<file path="src/rtl/super_pkg.sv">
// Shared decode types: the ir_dec_t record handed from fetch to the decoders,
// plus the CHERI opcode/funct7 constants used by pre-decode.
package super_pkg;

  localparam logic [6:0] OPCODE_CHERI = 7'h5b;
  localparam logic [6:0] CINCADDR_F7  = 7'h11;
  localparam logic [6:0] CSUB_F7      = 7'h14;

  typedef struct packed {
    logic cincaddr;
    logic csub;
    logic cincaddrimm;
    logic cgetaddr;
    logic csetaddr;
  } cheri_op_t;

  typedef struct packed {
    logic [31:0] insn;
    logic        is_comp;
    cheri_op_t   cheri_op;
  } ir_dec_t;

endpackage

</file>
<file path="src/rtl/ir_predecode.sv">
// Purely combinational pre-decode of an expanded 32-bit instruction into an
// ir_dec_t record; shared by any fetch path that feeds the decoders.
module ir_predecode
  import super_pkg::*;
#(
  parameter bit CHERIoTEn = 1'b1
) (
  input  logic [31:0] insn_i,
  input  logic        is_comp_i,
  input  logic        cheri_pmode_i,
  output ir_dec_t     ir_o
);

  logic [6:0] opcode;
  logic [2:0] funct3;
  logic [6:0] funct7;
  logic       cheri_en;

  assign opcode   = insn_i[6:0];
  assign funct3   = insn_i[14:12];
  assign funct7   = insn_i[31:25];
  assign cheri_en = CHERIoTEn && cheri_pmode_i && (opcode == OPCODE_CHERI);

  // Only the three ops with a dedicated ALU fast path are flagged here;
  // the remaining cheri_op fields stay zero.
  always_comb begin
    ir_o                      = '0;
    ir_o.insn                 = insn_i;
    ir_o.is_comp              = is_comp_i;
    ir_o.cheri_op.cincaddr    = cheri_en && (funct3 == 3'd0) && (funct7 == CINCADDR_F7);
    ir_o.cheri_op.csub        = cheri_en && (funct3 == 3'd0) && (funct7 == CSUB_F7);
    ir_o.cheri_op.cincaddrimm = cheri_en && (funct3 == 3'd1);
  end

endmodule

</file>
<file path="src/rtl/ir_dec_queue.sv">
// FIFO of pre-decoded ir_dec_t records between fetch and decode.
// Define IR_DEC_QUEUE_BYPASS_EN for a same-cycle path through an empty queue.
module ir_dec_queue
  import super_pkg::*;
#(
  parameter int DEPTH     = 4,
  parameter bit CHERIoTEn = 1'b1
) (
  input  logic                     clk_i,
  input  logic                     rst_ni,
  input  logic                     flush_i,
  input  logic                     cheri_pmode_i,
  input  logic                     in_valid_i,
  output logic                     in_ready_o,
  input  logic [31:0]              in_insn_i,
  input  logic                     in_is_comp_i,
  output logic                     out_valid_o,
  input  logic                     out_ready_i,
  output ir_dec_t                  out_ir_o,
  output logic [$clog2(DEPTH):0]   count_o
);

  localparam int AW = $clog2(DEPTH);
  localparam int CW = AW + 1;

  logic [AW-1:0] wr_ptr_reg, rd_ptr_reg;
  logic [CW-1:0] count_reg, count_next;
  ir_dec_t       mem [DEPTH];
  ir_dec_t       pre_ir;
  logic          empty, bypass, push, pop;

  ir_predecode #(
    .CHERIoTEn(CHERIoTEn)
  ) u_predecode (
    .insn_i       (in_insn_i),
    .is_comp_i    (in_is_comp_i),
    .cheri_pmode_i(cheri_pmode_i),
    .ir_o         (pre_ir)
  );

  assign empty      = (count_reg == '0);
  assign in_ready_o = (count_reg < CW'(DEPTH));

`ifdef IR_DEC_QUEUE_BYPASS_EN
  assign bypass = empty && in_valid_i && !flush_i;
`else
  assign bypass = 1'b0;
`endif

  assign out_valid_o = !empty || bypass;
  assign count_o     = count_reg;

  // A bypassed word consumed in the same cycle never touches storage.
  assign push = in_valid_i && in_ready_o && !(bypass && out_ready_i) && !flush_i;
  assign pop  = !empty && out_ready_i && !flush_i;

  always_comb begin
    out_ir_o = '0;
    if (!empty) begin
      out_ir_o = mem[rd_ptr_reg];
    end else if (bypass) begin
      out_ir_o = pre_ir;
    end
  end

  always_comb begin
    count_next = count_reg;
    if (push && !pop) begin
      count_next = count_reg + 1'b1;
    end else if (pop && !push) begin
      count_next = count_reg - 1'b1;
    end
  end

  always_ff @(posedge clk_i or negedge rst_ni) begin
    if (!rst_ni) begin
      wr_ptr_reg <= '0;
      rd_ptr_reg <= '0;
      count_reg  <= '0;
    end else if (flush_i) begin
      wr_ptr_reg <= '0;
      rd_ptr_reg <= '0;
      count_reg  <= '0;
    end else begin
      if (push) wr_ptr_reg <= wr_ptr_reg + 1'b1;
      if (pop)  rd_ptr_reg <= rd_ptr_reg + 1'b1;
      count_reg <= count_next;
    end
  end

  // Storage carries no reset; stale entries are masked by the count.
  for (genvar gi = 0; gi < DEPTH; gi++) begin : g_entry
    always_ff @(posedge clk_i) begin
      if (push && (wr_ptr_reg == AW'(gi))) begin
        mem[gi] <= pre_ir;
      end
    end
  end

endmodule

</file>
<file path="config.mk">
export PLATFORM = sky130hd
export DESIGN_NAME = ir_dec_queue
export DESIGN_NICKNAME = d
export VERILOG_FILES = /design/src/rtl/super_pkg.sv /design/src/rtl/ir_predecode.sv /design/src/rtl/ir_dec_queue.sv
export SDC_FILE = /design/constraint.sdc
export NUM_CORES = 1
export LEC_CHECK = 0
export ABC_CLOCK_PERIOD_IN_PS = 2200
export BUFFER_PORTS_ARGS = -buffer_cell sky130_fd_sc_hd__buf_4
export CORE_MARGIN = 5
export CORE_UTILIZATION = 40
export DETAILED_ROUTE_END_ITERATION = 7
export GPL_TIMING_DRIVEN = 0
export HOLD_SLACK_MARGIN = 0.05
export PLACE_DENSITY_LB_ADDON = 0.1
export SLEW_MARGIN = 15
export SYNTH_ARGS = -nofsm -noshare
export SYNTH_HDL_FRONTEND = slang
export SYNTH_SLANG_ARGS = --single-unit
</file>
<file path="constraint.sdc">
create_clock -name clk_i -period 2.2 [get_ports clk_i]
set_clock_uncertainty 0.2 [all_clocks]
set_input_delay 0.33 -clock clk_i [delete_from_list [all_inputs] [get_ports clk_i]]
set_output_delay 0.33 -clock clk_i [all_outputs]
set_load 0.03 [all_outputs]
</file>
==> results by group, run 1 <==
Detailed routing
  • Via density: 5.025
  • Final wirelength: 12520 microns
  • Drt first-iter violations: 144
  • Antenna-violating nets left: 0
  • DR WL/cell: 19.40 microns
  • Pre-antenna DRT Iters: 4
  • Via count: 3241
  • DRC: 0

Place
  • Dpl hpwl: 7010 microns
  • Area after DPL: 6882 sq um
  • Routability cong.: 0.6915
  • PortBufs: 78

STA
  • Final setup fails: 38
  • Final Max Slew Viols: 0
  • Final setup margin: -0.2670 ns
  • Fmax: between 400 and 500 MHz
  • Worst slew pin tran: 0.6326 ns
  • Final hold vios: 0
  • Rel. slew slack: 57.83%
  • Tcrit/Tclk final: 112.1%
  • RSZ-0062 raised after global routing: yes
  • Tmin final: 2.467 ns

Synth
  • Largest family of logic cells by synthesized area: multiplexers
  • Register area share after synthesis: 74.62%
  • Post-synth EDFFs: approximately 140
  • Synth Area in Compound Gates: under 10%
  • Post-Synth Simple-Gate Area: under 10%
  • Yosys reg bits: between 150 and 200
  • Multiplexer share of the synthesized area: 13.61%
  • Top post-synthesis cells by area: edfxtp_1, mux4_2, and2_1
  • Synth area leader: edfxtp_1
  • Ys flop type: edfxtp_1
  • Netlist cell types: 33
  • XOR/XNOR Fraction of Synth Area: 0.7263%
  • Post-synthesis adder-cell area fraction: 1.162%
  • Synth Cell Area: 6030 sq um
  • Post-synth top area share: 71.72%
  • Fraction of registers with async set/reset: 4.636%
  • Top-count cell post-synth: edfxtp_1
  • Synthesized instance count: approximately 300
  • Syn. warnings: 0
  • Most common library cells after synthesis: edfxtp_1, and2_1, mux4_2
  • Synthesized area per cell: slightly above 20 sq um

Worst setup path
  • R2r setup slk: -0.21 ns
  • R2r worst-path depth: 8
  • CP endpoint kind: primary output
  • Critical Path Source Type: flip-flop
  • Worst Path Required: 1.67 ns
  • Worst R2R End: count_o[1]$_DFFE_PN0P_
  • Crit path max fanout: 7
  • Critical path class: reg -> out
  • Worst r2r src: count_o[2]$_DFFE_PN0P_
  • Arrival @ worst endpoint: 1.94 ns

Run
  • Max Cap Viol: 0

Cells and area
  • Fraction of layout instances using a drive strength above 1: 48.81%
  • End-of-flow core utilization: 57.40%
  • Most flop-heavy register: mem
  • Largest register FFs: 144
  • Final #Nets: 492
  • Fillers: 1130
  • Area Growth Syn to Fin: 39.41%
  • Design area: 8406 sq um
  • # diodes: 0

Power and ir drop
  • Lkg Pwr: 2.985 nW
  • Max VDD drop: 0.0005590 V
  • PwrDens: 1118 nW/um^2

Die
  • Die height: 132.8 microns
  • Die Width: 132.8 microns
  • Initial Utilization: 41.17%
  • Ports: 82
  • Rows: 44
  • Die area: 17630 sq um
  • Core Area: 14640 sq um

GRT
  • Routing usage on met1: 19.19%
  • Vias in the first global route: 3499
  • Largest net degree at the start of global routing: 37
  • M2 GR Usage: 23.85%
  • Initial antenna violation count: 0
  • GRT Overall Usage: 14.90%
  • First-pass GRT wire length: between 15000 and 20000 microns
  • Met3 Resource Use GR: 4.214%
  • Total grt overflow: 0
  • GR peak layer: met2

Run status
  • Outcome: finished with violations
  • Violated checks: negative setup slack

Clocking
  • Htree depth: 4
  • Max Root-Sink Buffers: 2
  • Clock Pin Slew Worst Setup and Hold Paths: 0.06 ns
  • Num CTS Buffers: 17
  • Clock Sinks: 151
  • Worst-Skew Late Latency: 0.41 ns
  • CTS tree: yes
  • Clock Root Buffer: clkbuf_16

Hold path
  • Worst min path class: in -> reg
  • Hold path depth: 4
  • Hold Startpoint: in_valid_i
  • Hold Path Sink: count_o[2]$_DFFE_PN0P_
-- metrics by stage --
stage | std cells | setup slack [ns] | total power (W) | hold WS [ns] | setup TNS [ns]
after floorplan | 299 | -0.05033 | 0.004902 | -0.1656 | -0.05616
after CTS | 642 | -0.3242 | 0.009281 | 0.09367 | -9.542
after detailed placement | 561 | -0.3675 | 0.005707 | -0.04785 | -48.80
after global placement | 561 | -0.3310 | 0.005696 | -0.04471 | -47.46
after global routing | 645 | -0.3342 | 0.009783 | 0.1517 | -11.84
final | 645 | -0.2670 | 0.009402 | 0.1192 | -9.117
-- layer usage --
layer  part of all wire, %  routed length (microns)
met5                     0                        0
met4                   2.1                      265
met3                   3.4                      429
met2                    51                     6350
met1                    44                     5470
-- cell type report --
cell class / instances / area (sq um) / area share [%]
flip-flops and latches: 151 / 4503 / 53.57
multi-input cells: 127 / 1563 / 18.59
repair buffers: 130 / 1299 / 15.45
clock buffers: 18 / 429.2 / 5.106
well taps: 184 / 230.2 / 2.739
plain buffers: 16 / 203.9 / 2.426
clock inverters: 14 / 158.9 / 1.890
inverters: 5 / 18.77 / 0.2233
-- critical path: stages (launching register included) --
cell and delay, ns:
dfrtp_1 0.42, buf_12 0.18, buf_12 0.13, mux4_2 0.48
and2_4 0.18, buf_6 0.13
-- worst max path at each step --
stage	from	to	slack, ns	cells after the start
final	rd_ptr_reg[0]$_DFFE_PN0P_	out_ir_o[8]	-0.27	5
after CTS	rd_ptr_reg[0]$_DFFE_PN0P_	out_ir_o[18]	-0.32	5
after global routing	rd_ptr_reg[0]$_DFFE_PN0P_	out_ir_o[3]	-0.33	5
after floorplan	count_o[2]$_DFFE_PN0P_	count_o[1]$_DFFE_PN0P_	-0.05	7
after global placement	in_valid_i	mem[1][11]$_DFFE_PP_	-0.33	4
after detailed placement	in_valid_i	mem[2][11]$_DFFE_PP_	-0.37	4
-- cell usage in the layout, fill, tap and decap left out, drive strengths merged, types with 5 or more instances in the layout --
cell type,n
nor2,5
clkinv,9
dfrtp,7
clkbuf,24
buf,103
inv,5
edfxtp,144
mux4,36
dlygate4sd3,37
and2,42
nand2,6
-- cells by family after synthesis --
| group | count (synthesis) |
|---|---|
| flops | 151 |
| simple gates | 66 |
| compound gates | 12 |
| buf+inv | 21 |
| fa+ha+maj | 5 |
| other cells | 1 |
| mux | 37 |
| xor+xnor | 5 |
-- report_power, final --
| part | switching [W] | total, W | internal (W) |
|---|---|---|---|
| Combinational | 0.00148 | 0.00316 | 0.00168 |
| Sequential | 0.0000529 | 0.00336 | 0.00331 |
| Clock | 0.00112 | 0.00289 | 0.00177 |
-- repair_timing --
item / 4_1_cts / 5_1_grt
resized for setup: 82 / 29
hold endpoints to repair: 146 / 0
endpoints found under the setup margin: 183 / 42
hold buffers: 37 / 0
setup buffers: 11 / 1
pin swaps: 19 / 10
cloned: 1 / 2
Power figures use the tool's default switching activity.
==> inputs of run 2 (changes only) <==
Settings changed: CORE_UTILIZATION 40 to 50.
==> run 2 against run 1 <==
The flow still finishes with violations (negative setup slack). Sequential power about the same. Sequential cell count unchanged. Global-route usage up 3.5 points.
==> results by group, run 2 (same netlist as run 1, synthesis figures left out) <==
Run
  • Max Cap Viol: 0

STA
  • Tcrit/Tclk final: 111.5%
  • Worst slew pin tran: ~0.53 ns
  • TNS Setup: -7.660 ns
  • Tmin final: 2.453 ns
  • Final setup fails: 38
  • Final Max Slew Viols: 0
  • RSZ-0062 raised after global routing: yes
  • Fmax: between 400 and 500 MHz
  • Final setup margin: -0.2532 ns
  • Final hold vios: 0
  • Rel. slew slack: between 60 and 70%

Cells and area
  • # diodes: 0
  • Final #Nets: 492
  • Commonest non-fill, non-tap cell in the layout: edfxtp_1
  • Fraction of layout instances using a drive strength above 1: a little under half
  • Largest register FFs: 144
  • Most flop-heavy register: mem
  • Fillers: ~800
  • Design area: 8215 sq um
  • End-of-flow core utilization: roughly 69%
  • Most frequent cells in the layout: edfxtp_1, buf_4, and2_4
  • Area Growth Syn to Fin: 36.25%

Detailed routing
  • Via density: 5.434
  • Via count: 3293
  • Drt first-iter violations: 264
  • Pre-antenna DRT Iters: 4
  • Antenna-violating nets left: 0
  • Final wirelength: 12680 microns
  • DRC: 0
  • DR WL/cell: 20.92 microns

Clocking
  • Clock Root Buffer: clkbuf_16
  • Worst-Skew Late Latency: 0.41 ns
  • Clock Sinks: 151
  • CTS tree: yes
  • Clock Pin Slew Worst Setup and Hold Paths: 0.06 ns
  • Num CTS Buffers: 17
  • Htree depth: 4
  • Max Root-Sink Buffers: 2

Die
  • Die height: 119.8 microns
  • Initial Utilization: 50.62%
  • Core Area: 11910 sq um
  • Die Width: 119.8 microns
  • Ports: 82
  • Die area: 14360 sq um
  • Rows: 40

Hold path
  • Worst min path class: in -> async

Place
  • Dpl hpwl: approximately 7000 microns
  • PortBufs: 78
  • Area after DPL: ~6800 sq um
  • Routability cong.: 0.7314

GRT
  • Vias in the first global route: 3499
  • Initial antenna violation count: 0
  • M2 GR Usage: 29.87%
  • Largest net degree at the start of global routing: 37
  • Routing usage on met1: 23.57%
  • GR peak layer: met2
  • GRT Overall Usage: approximately 18%
  • Total grt overflow: 0
  • First-pass GRT wire length: 19350 microns
  • Met3 Resource Use GR: 4.713%

Worst setup path
  • Critical path class: reg -> out
  • Critical Path Source Type: flip-flop
  • R2r setup slk: -0.14 ns
  • Crit path max fanout: 8
  • CP endpoint kind: primary output
  • Arrival @ worst endpoint: 1.92 ns
  • Worst Path Required: between 1.5 and 2 ns

Power and ir drop
  • PwrDens: roughly 1100 nW/um^2
  • Lkg Pwr: 2.917 nW
  • Max VDD drop: 0.0006465 V

Run status
  • Violated checks: negative setup slack
  • Outcome: finished with violations
## run 2: timing repair
action,CTS,global route
pin swaps,24,9
cloned,2,4
hold buffers,36,0
setup buffers,9,1
resized for setup,103,13
endpoints found under the setup margin,183,161
hold endpoints to repair,146,0
## run 2: where the power goes
group | total [W] | switching, W | leakage (nW) | internal, W
registers | 0.00336 | 0.0000522 | 1.38 | 0.00331
logic | 0.00312 | 0.00148 | 1.30 | 0.00163
clock network | 0.00239 | 0.00101 | 0.233 | 0.00139
total | 0.00887 | 0.00254 | 2.92 | 0.00633
## run 2: per-stage QoR
stage               hold slack (ns)  total power (W)  worst slack [ns]  instances
finish                      0.06456         0.008869           -0.2532        606
detailed placement         -0.04883         0.005696           -0.3195        524
floorplan                   -0.1656         0.004902          -0.05033        299
CTS                         0.05290         0.008889           -0.2660        601
global placement           -0.04895         0.005671           -0.2797        524
global route                0.06134         0.009265           -0.3156        606
## run 2: cell type report
type / instances / area [sq um] / share of cell area, %
Buffer: 16 / 209.0 / 2.543
Clock buffer: 20 / 436.7 / 5.315
Clock inverter: 10 / 40.04 / 0.4874
Inverter: 5 / 18.77 / 0.2284
Multi-Input combinational cell: 131 / 1595 / 19.42
Sequential cell: 151 / 4504 / 54.83
Tap cell: 147 / 183.9 / 2.239
Timing Repair Buffer: 126 / 1227 / 14.94
## run 2: critical path, stage by stage (launching register included)
cell	delay, ns
dfrtp_2	0.39
buf_12	0.14
buf_12	0.14
mux4_2	0.51
and2_4	0.18
buf_6	0.13
## run 2: routing by layer
layer | up-vias | routed length, microns
met5 | - | 0
met4 | 0 | 187
met3 | 15 | 643
met2 | 87 | 6583
met1 | 1707 | 5265
li1 | 1484 | -
## run 2: worst paths after layout
kind,startpoint,to,cells past startpoint
setup / recovery,rd_ptr_reg[0]$_DFFE_PN0P_,out_ir_o[8],5
hold / removal,rst_ni,count_o[0]$_DFFE_PN0P_,2
setup reg to reg,count_o[2]$_DFFE_PN0P_,count_o[1]$_DFFE_PN0P_,8
hold reg to reg,wr_ptr_reg[1]$_DFFE_PN0P_,wr_ptr_reg[1]$_DFFE_PN0P_,2
max in group asynchronous,rst_ni,count_o[2]$_DFFE_PN0P_,2
min in group clk_i,in_valid_i,count_o[2]$_DFFE_PN0P_,4
